==> src/rtl/llc_pkg.sv <==
// Shared types and derived widths for the last-level cache controller.
// The derived widths below describe the default geometry; the controller
// recomputes its own widths from its parameters.
package llc_pkg;

  localparam int unsigned LLC_ADDR_W     = 32;
  localparam int unsigned LLC_DATA_W     = 8;
  localparam int unsigned LLC_NUM_SETS   = 16;
  localparam int unsigned LLC_ASSOC      = 4;
  localparam int unsigned LLC_LINE_BYTES = 4;

  localparam int unsigned OFFSET_W = $clog2(LLC_LINE_BYTES);
  localparam int unsigned INDEX_W  = $clog2(LLC_NUM_SETS);
  localparam int unsigned TAG_W    = LLC_ADDR_W - OFFSET_W - INDEX_W;

  typedef struct packed {
    logic                                     valid;
    logic                                     dirty;
    logic [TAG_W-1:0]                         tag;
    logic [LLC_LINE_BYTES-1:0][LLC_DATA_W-1:0] data;
  } cache_line_t;

  typedef enum logic [2:0] {
    ST_IDLE,
    ST_LOOKUP,
    ST_WB,
    ST_FILL_REQ,
    ST_FILL_WAIT
  } llc_state_e;

endpackage

==> src/rtl/llc_plru_tree.sv <==
// Tree pseudo-LRU for one set: victim walk and access update (heap order,
// bit 0 selects the lower half, bit 1 the upper half). Purely combinational.
module llc_plru_tree #(
  parameter int unsigned ASSOC = 4
) (
  input  logic [ASSOC-2:0]         bits,
  input  logic [$clog2(ASSOC)-1:0] way,
  output logic [$clog2(ASSOC)-1:0] victim,
  output logic [ASSOC-2:0]         next_bits
);

  localparam int unsigned LEVELS = $clog2(ASSOC);

  logic [LEVELS-1:0] walk_node;
  logic              walk_bit;
  logic [LEVELS-1:0] upd_node;
  logic [LEVELS-1:0] upd_way;
  logic              upd_dir;

  // Follow the tree bits from the root; each bit chosen is one victim address bit.
  always_comb begin
    victim    = '0;
    walk_node = '0;
    walk_bit  = 1'b0;
    for (int unsigned l = 0; l < LEVELS; l++) begin
      walk_bit  = bits[walk_node];
      victim    = LEVELS'({victim, walk_bit});
      walk_node = LEVELS'({walk_node, 1'b0}) + LEVELS'(1) + LEVELS'(walk_bit);
    end
  end

  // Point every node on the accessed way's path away from that way.
  always_comb begin
    next_bits = bits;
    upd_node  = '0;
    upd_way   = way;
    upd_dir   = 1'b0;
    for (int unsigned l = 0; l < LEVELS; l++) begin
      upd_dir             = upd_way[LEVELS-1];
      next_bits[upd_node] = ~upd_dir;
      upd_node            = LEVELS'({upd_node, 1'b0}) + LEVELS'(1) + LEVELS'(upd_dir);
      upd_way             = upd_way << 1;
    end
  end

endmodule

==> src/rtl/llc_cache_ctrl.sv <==
// Blocking write-back / write-allocate set-associative cache with tree PLRU.
// Optional statistics counters are built when LLC_STATS_EN is defined;
// otherwise the stat_* ports are tied to zero.
module llc_cache_ctrl
  import llc_pkg::*;
#(
  parameter int unsigned ADDR_W     = LLC_ADDR_W,
  parameter int unsigned DATA_W     = LLC_DATA_W,
  parameter int unsigned NUM_SETS   = LLC_NUM_SETS,
  parameter int unsigned ASSOC      = LLC_ASSOC,
  parameter int unsigned LINE_BYTES = LLC_LINE_BYTES
) (
  input  logic                         clk,
  input  logic                         reset,
  input  logic                         req_valid,
  output logic                         req_ready,
  input  logic                         req_wr,
  input  logic [ADDR_W-1:0]            req_addr,
  input  logic [DATA_W-1:0]            req_wdata,
  output logic                         resp_valid,
  output logic                         resp_hit,
  output logic [DATA_W-1:0]            resp_rdata,
  output logic                         mem_req_valid,
  input  logic                         mem_req_ready,
  output logic                         mem_req_wr,
  output logic [ADDR_W-1:0]            mem_req_addr,
  output logic [LINE_BYTES*DATA_W-1:0] mem_wdata,
  input  logic                         mem_resp_valid,
  input  logic [LINE_BYTES*DATA_W-1:0] mem_rdata,
  output logic [31:0]                  stat_hits,
  output logic [31:0]                  stat_misses,
  output logic [31:0]                  stat_wbacks
);

  localparam int unsigned OFF_BITS = $clog2(LINE_BYTES);
  localparam int unsigned IDX_BITS = $clog2(NUM_SETS);
  localparam int unsigned TAG_BITS = ADDR_W - OFF_BITS - IDX_BITS;
  localparam int unsigned WAY_BITS = $clog2(ASSOC);

  typedef logic [LINE_BYTES-1:0][DATA_W-1:0] line_t;

  llc_state_e state, state_nxt;

  logic                valid_q [NUM_SETS][ASSOC];
  logic                dirty_q [NUM_SETS][ASSOC];
  logic [TAG_BITS-1:0] tag_q   [NUM_SETS][ASSOC];
  line_t               data_q  [NUM_SETS][ASSOC];
  logic [ASSOC-2:0]    plru_q  [NUM_SETS];

  logic [ADDR_W-1:0]   lat_addr;
  logic                lat_wr;
  logic [DATA_W-1:0]   lat_wdata;
  logic [WAY_BITS-1:0] vic;

  logic [OFF_BITS-1:0] lat_off;
  logic [IDX_BITS-1:0] lat_idx;
  logic [TAG_BITS-1:0] lat_tag;

  logic                hit;
  logic [WAY_BITS-1:0] hit_way;
  logic                inv_found;
  logic [WAY_BITS-1:0] inv_way;
  logic [WAY_BITS-1:0] miss_way;
  logic [WAY_BITS-1:0] plru_victim;
  logic [WAY_BITS-1:0] plru_way;
  logic [ASSOC-2:0]    plru_nxt;
  line_t               fill_line;

  assign lat_off = lat_addr[OFF_BITS-1:0];
  assign lat_idx = lat_addr[OFF_BITS +: IDX_BITS];
  assign lat_tag = lat_addr[ADDR_W-1 -: TAG_BITS];

  // Tag match and lowest-index invalid way for the latched request's set.
  always_comb begin
    hit       = 1'b0;
    hit_way   = '0;
    inv_found = 1'b0;
    inv_way   = '0;
    for (int unsigned w = 0; w < ASSOC; w++) begin
      if (valid_q[lat_idx][w] && (tag_q[lat_idx][w] == lat_tag) && !hit) begin
        hit     = 1'b1;
        hit_way = WAY_BITS'(w);
      end
      if (!valid_q[lat_idx][w] && !inv_found) begin
        inv_found = 1'b1;
        inv_way   = WAY_BITS'(w);
      end
    end
  end

  assign miss_way = inv_found ? inv_way : plru_victim;
  assign plru_way = (state == ST_FILL_WAIT) ? vic : hit_way;

  llc_plru_tree #(.ASSOC(ASSOC)) u_plru (
    .bits      (plru_q[lat_idx]),
    .way       (plru_way),
    .victim    (plru_victim),
    .next_bits (plru_nxt)
  );

  // Incoming fill line with the pending write byte merged in.
  always_comb begin
    fill_line = mem_rdata;
    if (lat_wr) fill_line[lat_off] = lat_wdata;
  end

  // State register.
  always_ff @(posedge clk) begin
    if (reset) state <= ST_IDLE;
    else       state <= state_nxt;
  end

  // Next-state and handshake/memory-port outputs.
  always_comb begin
    state_nxt     = state;
    req_ready     = 1'b0;
    mem_req_valid = 1'b0;
    mem_req_wr    = 1'b0;
    mem_req_addr  = '0;
    mem_wdata     = '0;
    case (state)
      ST_IDLE: begin
        req_ready = 1'b1;
        if (req_valid) state_nxt = ST_LOOKUP;
      end
      ST_LOOKUP: begin
        if (hit)
          state_nxt = ST_IDLE;
        else if (valid_q[lat_idx][miss_way] && dirty_q[lat_idx][miss_way])
          state_nxt = ST_WB;
        else
          state_nxt = ST_FILL_REQ;
      end
      ST_WB: begin
        mem_req_valid = 1'b1;
        mem_req_wr    = 1'b1;
        mem_req_addr  = {tag_q[lat_idx][vic], lat_idx, {OFF_BITS{1'b0}}};
        mem_wdata     = data_q[lat_idx][vic];
        if (mem_req_ready) state_nxt = ST_FILL_REQ;
      end
      ST_FILL_REQ: begin
        mem_req_valid = 1'b1;
        mem_req_addr  = {lat_tag, lat_idx, {OFF_BITS{1'b0}}};
        if (mem_req_ready) state_nxt = ST_FILL_WAIT;
      end
      ST_FILL_WAIT: begin
        if (mem_resp_valid) state_nxt = ST_IDLE;
      end
      default: state_nxt = ST_IDLE;
    endcase
  end

  // Request latch, cache arrays, PLRU state and the response register.
  always_ff @(posedge clk) begin
    if (reset) begin
      valid_q    <= '{default: '0};
      dirty_q    <= '{default: '0};
      plru_q     <= '{default: '0};
      lat_addr   <= '0;
      lat_wr     <= 1'b0;
      lat_wdata  <= '0;
      vic        <= '0;
      resp_valid <= 1'b0;
      resp_hit   <= 1'b0;
      resp_rdata <= '0;
    end else begin
      resp_valid <= 1'b0;
      case (state)
        ST_IDLE: begin
          if (req_valid) begin
            lat_addr  <= req_addr;
            lat_wr    <= req_wr;
            lat_wdata <= req_wdata;
          end
        end
        ST_LOOKUP: begin
          if (hit) begin
            if (lat_wr) begin
              data_q[lat_idx][hit_way][lat_off] <= lat_wdata;
              dirty_q[lat_idx][hit_way]         <= 1'b1;
              resp_rdata                        <= lat_wdata;
            end else begin
              resp_rdata <= data_q[lat_idx][hit_way][lat_off];
            end
            plru_q[lat_idx] <= plru_nxt;
            resp_valid      <= 1'b1;
            resp_hit        <= 1'b1;
          end else begin
            vic <= miss_way;
          end
        end
        ST_FILL_WAIT: begin
          if (mem_resp_valid) begin
            valid_q[lat_idx][vic] <= 1'b1;
            dirty_q[lat_idx][vic] <= lat_wr;
            tag_q[lat_idx][vic]   <= lat_tag;
            data_q[lat_idx][vic]  <= fill_line;
            plru_q[lat_idx]       <= plru_nxt;
            resp_valid            <= 1'b1;
            resp_hit              <= 1'b0;
            resp_rdata            <= fill_line[lat_off];
          end
        end
        default: ;
      endcase
    end
  end

`ifdef LLC_STATS_EN
  // Saturating event counters: hit responses, miss responses, accepted writebacks.
  always_ff @(posedge clk) begin
    if (reset) begin
      stat_hits   <= '0;
      stat_misses <= '0;
      stat_wbacks <= '0;
    end else begin
      if (state == ST_LOOKUP && hit && stat_hits != '1)
        stat_hits <= stat_hits + 32'd1;
      if (state == ST_FILL_WAIT && mem_resp_valid && stat_misses != '1)
        stat_misses <= stat_misses + 32'd1;
      if (state == ST_WB && mem_req_ready && stat_wbacks != '1)
        stat_wbacks <= stat_wbacks + 32'd1;
    end
  end
`else
  assign stat_hits   = '0;
  assign stat_misses = '0;
  assign stat_wbacks = '0;
`endif

endmodule

==> config.mk <==
export PLATFORM = sky130hd
export DESIGN_NAME = llc_cache_ctrl
export DESIGN_NICKNAME = d
export VERILOG_FILES = /design/src/rtl/llc_pkg.sv /design/src/rtl/llc_plru_tree.sv /design/src/rtl/llc_cache_ctrl.sv
export SDC_FILE = /design/constraint.sdc
export NUM_CORES = 2
export LEC_CHECK = 0
export ABC_AREA = 1
export CAP_MARGIN = 5
export CORE_MARGIN = 5
export CORE_UTILIZATION = 25
export CTS_CLUSTER_DIAMETER = 200
export DETAILED_ROUTE_END_ITERATION = 10
export PLACE_DENSITY = 0.39
export SKIP_LAST_GASP = 1
export SLEW_MARGIN = 20
export SYNTH_ARGS = -nofsm -noshare
export SYNTH_HDL_FRONTEND = slang
export SYNTH_SLANG_ARGS = --single-unit
==> constraint.sdc <==
create_clock -name clk -period 4.8 [get_ports clk]
set_input_delay 0.72 -clock clk [delete_from_list [all_inputs] [get_ports clk]]
set_output_delay 0.72 -clock clk [all_outputs]
set_load 0.01 [all_outputs]
# == After elaboration in Yosys (flattened, before gate mapping) ==
# Memory sizes are Yosys's and may differ from the RTL's. A register that Yosys moved wholly into a read port is not among the register bits.
# Cells that the tools add are included.
# word_totals
register_bits,232
latch_bits,0
ramBits,3712
mem_bits_ro,0
inputBits,78
out_inout_bits,173
n_memories,2
# mem_list
memory,depth,width,rd,rd_clocked_by_memory_dff,write_ports,line,text
data_q,16,128,1,1,1,llc_cache_ctrl.sv:47,line_t data_q [NUM_SETS][ASSOC];
tag_q,16,104,1,1,1,llc_cache_ctrl.sv:46,logic [TAG_BITS-1:0] tag_q [NUM_SETS][ASSOC];
# op_classes
n_addsub,2
n_mul,0
n_div,0
n_lt_le_gt_ge,12
eq_ne,14
shifts,0
muxes,241
bitwise,137
reduce_logical,33
# op_table
operator,n
$mux 128,2
$mux 32,8
$mux 64,3
$mux 1,160
$bmux 32 s2,2
$demux 32 s2,2
$or 1x1->1,128
$or 64x64->64,2
$pmux 64 s2,1
$eq 26x26->1,4
$mux 104,1
$mux 48,2
$pmux 48 s2,1
$mux 26,3
$bwmux 64,1
$pmux 32 s2,1
$bmux 26 s2,1
$demux 26 s2,1
$bwmux 48,1
$mux 8,6
$mux 4,10
$bmux 4 s4,2
$bmux 8 s2,2
$bwmux 32,1
other kinds (34),94

# == Longest topological paths before layout ==
# logic_depth
depth_word,26
mapped_depth,31

# == Hierarchy ==
# From an unflattened synthesis, not the netlist that was laid out.
# unflattened
cells_unflattened,15014
area_unflattened_um2,166063.0
# by_module_without_submodules
mod,n_inst,cells_per_inst,area_per_inst_um2,seq_area_each_um2
llc_cache_ctrl,1,15001,166005.5,116191.4
llc_plru_tree,1,13,57.6,0.0

# == Worst setup path after synthesis ==
# No wires, ideal clock.
# synth_path
kind,register to register
startpoint,reg lat_addr[9]
endpoint,"mem data_q[2][100] (netlist name), enable pin"
setup_ps,370
t_arrival_ps,3523
t_required_ps,4430
slack_ps,907
path_stages_with_launch,16
path_cell_list,dfxtp_1 clkinv_1 nand3_1 nand2_1 nor2_1 nand2_1 nor2_1 nand2_1 o21ai_2 inv_2 nand2_2 nand4_4 nor2_4 a31oi_4 buf_6 nor2_1
# synth_via
elab_chain_len,19
elab_cells_between_ends,32
# synth_rtl
item,line,text
"start, declared",llc_cache_ctrl.sv:50,logic [ADDR_W-1:0] lat_addr;
"start signal, assigned",llc_cache_ctrl.sv:171,lat_addr <= req_addr;
$eq 26x26->1,llc_cache_ctrl.sv:80,if (valid_q[lat_idx][w] && (tag_q[lat_idx][w] == lat_tag) && !hit) begin
$logic_and 1x1->1,llc_cache_ctrl.sv:80,
$mux 1,llc_cache_ctrl.sv:80,
$logic_not 1->1,llc_cache_ctrl.sv:80,
$logic_and 1x1->1,llc_cache_ctrl.sv:80,
$mux 1,llc_cache_ctrl.sv:80,
$logic_not 1->1,llc_cache_ctrl.sv:80,
$logic_and 1x1->1,llc_cache_ctrl.sv:80,
[... 3 more ...],n/a,
$mux 2,llc_cache_ctrl.sv:80,
$not 2->3 (implied by the code),llc_cache_ctrl.sv:179,data_q[lat_idx][hit_way][lat_off] <= lat_wdata;
$ge 3x3->1 (implied by the code) / $lt 3x1->1 (equally long branches),llc_cache_ctrl.sv:179,
$logic_and 1x1->1 (implied by the code),llc_cache_ctrl.sv:179,
$mux 32 (implied by the code),llc_cache_ctrl.sv:179,
$demux 32 s2,llc_cache_ctrl.sv:179,
$mux 128 (implied by the code) *,llc_cache_ctrl.sv:179,
$or 1x1->1 (no source line) *,n/a,
"end, declared",llc_cache_ctrl.sv:47,
# Every way passes the cells marked *; elsewhere a longest branch is shown, timed or not.

==> impl_metrics.py <==
metrics = {
    "worst_setup_path": {
        "critical_path_depth": 16,
        "cp_slowest_cell": "dfxtp_4",
        "worst_path_largest_cell_delay_ns": 0.36,
        "critical_path_arrival_ns": 4.22,
        "cp_max_fo": 9,
        "crit_family": "buffers and inverters",
        "reg2regPathDepth": 28,
        "cpMostUsedCell": "buf_16",
        "path_cells": "buf_12 > inv_16 > buf_16 > buf_16 > buf_12 > buf_16 > buf_16 > o21ai_0 > o221ai_1 > o21ai_2 > o22ai_1 > buf_4 > nand2_2 > a41oi_4 > buf_6 > clkdlybuf4s15_2",
        "cp-end-kind": "output pin",
        "required_ns": 4.08,
        "cp-start-kind": "flop",
        "path_class": "reg2out",
        "critical_path_buf_inv_count": 10,
    },
    "final_layout": {
        "drive_above_1_share_pct": 19.68,
        "utilization_pct": 32.19,
        "synthToLayoutAreaGrowth_pct": 28.53,
        "final_common_cell": "edfxtp_1",
        "most-common-layout-cells": "edfxtp_1, nand2_1, nor2_1",
        "num-fill-cells": 67500,
        "fin_area_um2": 214600,
        "final_nets": 16620,
    },
    "hold_path": {
        "hold_path_depth": 4,
        "hp-class": "in2reg",
    },
    "power": {
        "clkPwrFrac_pct": 30.6,
        "switching_power_mw": 39.52,
        "p_int_mw": 71.15,
        "p_sw_share_pct": 35.71,
        "ir_drop_v": 0.0003571,
        "p_leak_nw": 77.10,
        "power_density_nw_per_um2": 515.7,
        "power_frac_seq_pct": 36.3,
        "p_comb_share_pct": 33.1,
    },
    "sta": {
        "fmax_mhz": 202.5,
        "slew_violations": 0,
        "setup_slack_ns": -0.1394,
        "finalClockSkew_ns": 0.1500,
        "finalCriticalPeriod_ns": 4.939,
        "rsz0062_at_grt": "yes",
        "finalSetupViolations": 17,
        "tightest_slew_ns": 1.112,
        "relSlewSlack_pct": 25.87,
        "min_period_over_period_pct": 102.9,
        "hold_violations": 0,
    },
    "clocking": {
        "clock_latency_ns": 1.09,
        "root_buffer": "clkbuf_16",
        "ctsLongestPathBuffers": 4,
        "clkTransAtPathRegs_ns": 0.06,
        "cts_buffers": 451,
        "cts.sinks": 3948,
        "cts_tree": "yes",
        "htreeDepth": 5,
        "cts_hold_buf": 0,
    },
    "floorplan": {
        "die_x_um": 827.2,
        "rows": 300,
        "top_level_ports": 251,
        "die_area_um2": 684300,
        "floorplan.initialDensity_pct": 25.04,
        "core_area_um2": 666600,
        "fp.dieH_um": 827.2,
    },
    "global_routing": {
        "grt_pass1_vias": 121400,
        "antenna_found_initial": 69,
        "grt_pass1_wl_um": 1005000,
        "overflow": 0,
        "grt.total_usage_pct": 20.64,
        "grt_max_degree": 171,
    },
    "routing": {
        "wl_um": 736900,
        "drt-vias-per-instance": 4.922,
        "vias": 127100,
        "drt_iter0_markers": 13390,
        "ant_nets": 0,
        "wl_per_cell_um": 28.54,
        "drc": 0,
        "dr.pass1.iters": 8,
    },
    "synth": {
        "netlist_instances": 14970,
        "synth_area_um2": 167000,
        "syn_area_per_cell_um2": 11.15,
        "ys_ff_latch": 3948,
        "synth_edf_count": 3712,
        "yosysWarningCount": 0,
        "ys.flop_type": "edfxtp_1",
        "synth_cell_type_count": 53,
        "yosysSeqAreaShare_pct": 69.59,
        "synthArstFlopShare_pct": 0,
    },
    "place": {
        "place_hpwl_um": 451800,
        "io_buffer_count": 152,
        "placed_area_um2": 190800,
        "dp_slack_ns": -0.4404,
        "place_congestion": 0.9117,
    },
    "outcome": {
        "violations": "negative setup slack",
        "run_status": "finished, violations left",
    },
    "flow_run": {
        "maxCapViolCount": 0,
    },
}
[cell families (layout without fill, tap and decap cells)]
logic type / after synthesis / after routing / synth area share (%)
mux: 6 / 6 / 0.03597
xor+xnor: 2 / 2 / 0.01049
simple gates: 6345 / 6346 / 15.64
other cells: 1 / 114 / 0.002246
flops: 3948 / 3948 / 69.59
compound gates: 2979 / 2979 / 10.22
buf+inv: 1688 / 3520 / 4.489
[power groups by stage]
stage	sequential [mW]	clock (mW)	combinational, mW
2_1_floorplan	41.1	0	13.0
3_3_place_gp	40.9	0	30.7
3_5_place_dp	40.9	0	30.6
4_1_cts	40.2	34.6	35.5
5_1_grt	40.2	35.9	38.3
6_report	40.2	33.9	36.6
[per-stage QoR]
step	TNS, ns	power (mW)	hold WS, ns	cells
3_5_place_dp	-328.23	71.50	0.4416	24650
2_1_floorplan	0	54.11	0.4231	15070
4_1_cts	-13.48	110.2	0.1102	25740
6_report	-0.6340	110.7	0.1949	25820
5_1_grt	-6.734	114.4	0.1575	25810
3_3_place_gp	-326.91	71.61	0.4340	24650
[final cells by class]
class / instances / area (µm²) / share of cell area, %
sequential: 3948 / 116300 / 54.20
antenna: 16 / 40.04 / 0.01866
clock inverter: 252 / 2390 / 1.114
clock buffer: 561 / 11800 / 5.501
multi-input combinational: 9431 / 46530 / 21.68
timing repair buffer: 2143 / 24170 / 11.26
inverter: 564 / 2208 / 1.029
tap: 8909 / 11150 / 5.194
[cell usage after synthesis (24+ instances only)]
| library cell | count | area, µm² |
|---|---|---|
| a21oi_1 | 269 | 1346 |
| a21oi_2 | 26 | 227.7 |
| o21ai_1 | 144 | 720.7 |
| o221ai_1 | 196 | 1717 |
| edfxtp_1 | 3712 | 111500 |
| o211ai_1 | 108 | 810.8 |
| inv_1 | 542 | 2034 |
| buf_6 | 26 | 292.8 |
| buf_2 | 312 | 1562 |
| nand3_1 | 1348 | 6746 |
| dfxtp_1 | 236 | 4725 |
| o21ai_0 | 1625 | 8133 |
| clkbuf_1 | 560 | 2102 |
| a31oi_1 | 58 | 362.9 |
| nand2_1 | 2957 | 11100 |
| a22oi_1 | 24 | 180.2 |
| nor2_1 | 1813 | 6805 |
| buf_4 | 152 | 1141 |
| buf_1 | 74 | 277.8 |
| nor2_2 | 93 | 581.8 |
| nand4_1 | 83 | 519.3 |
| o22ai_1 | 457 | 2859 |
[worst min-delay path, delay by kind of cell]
family / cells / cell delay (ns)
buffers and inverters: 2 / 0.35
AOI/OAI and AO/OA: 2 / 0.14
[path summary, 6_finish.rpt]
check / slack, ns / start / end
max: -0.14 / flop / mem_wdata[4]
min: 0.19 / reset / lat_wdata[4]
max reg2reg: 0.10 / flop / data_q[12][92]
min reg2reg: 0.46 / valid_q[29] / valid_q[29]
[layer usage]
layer	vias to the layer above	global-route usage (%)	share of wire, %
li1	56570	-	-
met1	64720	28.58	44
met2	4735	32.92	46
met3	1079	3.298	6.7
met4	8	6.858	3.7
met5	-	0	0.0075
[state kept, by name, indices dropped and copies added (netlist names), 3 cells and up, named ones only]
register and flops:
valid_q 64, lat_wdata 8, lat_addr 32, data_q 2048, tag_q 1664, resp_rdata 8, state 3, plru_q 48
dirty_q 64
[timing repair]
action	CTS	global route
endpoints found under the setup margin	1857	1698
gates resized for setup	876	294
pin swaps	156	92
cloned	118	17
setup buffers	155	65
endpoints found under the hold margin	0	0
(Power assumes the default switching activity.)
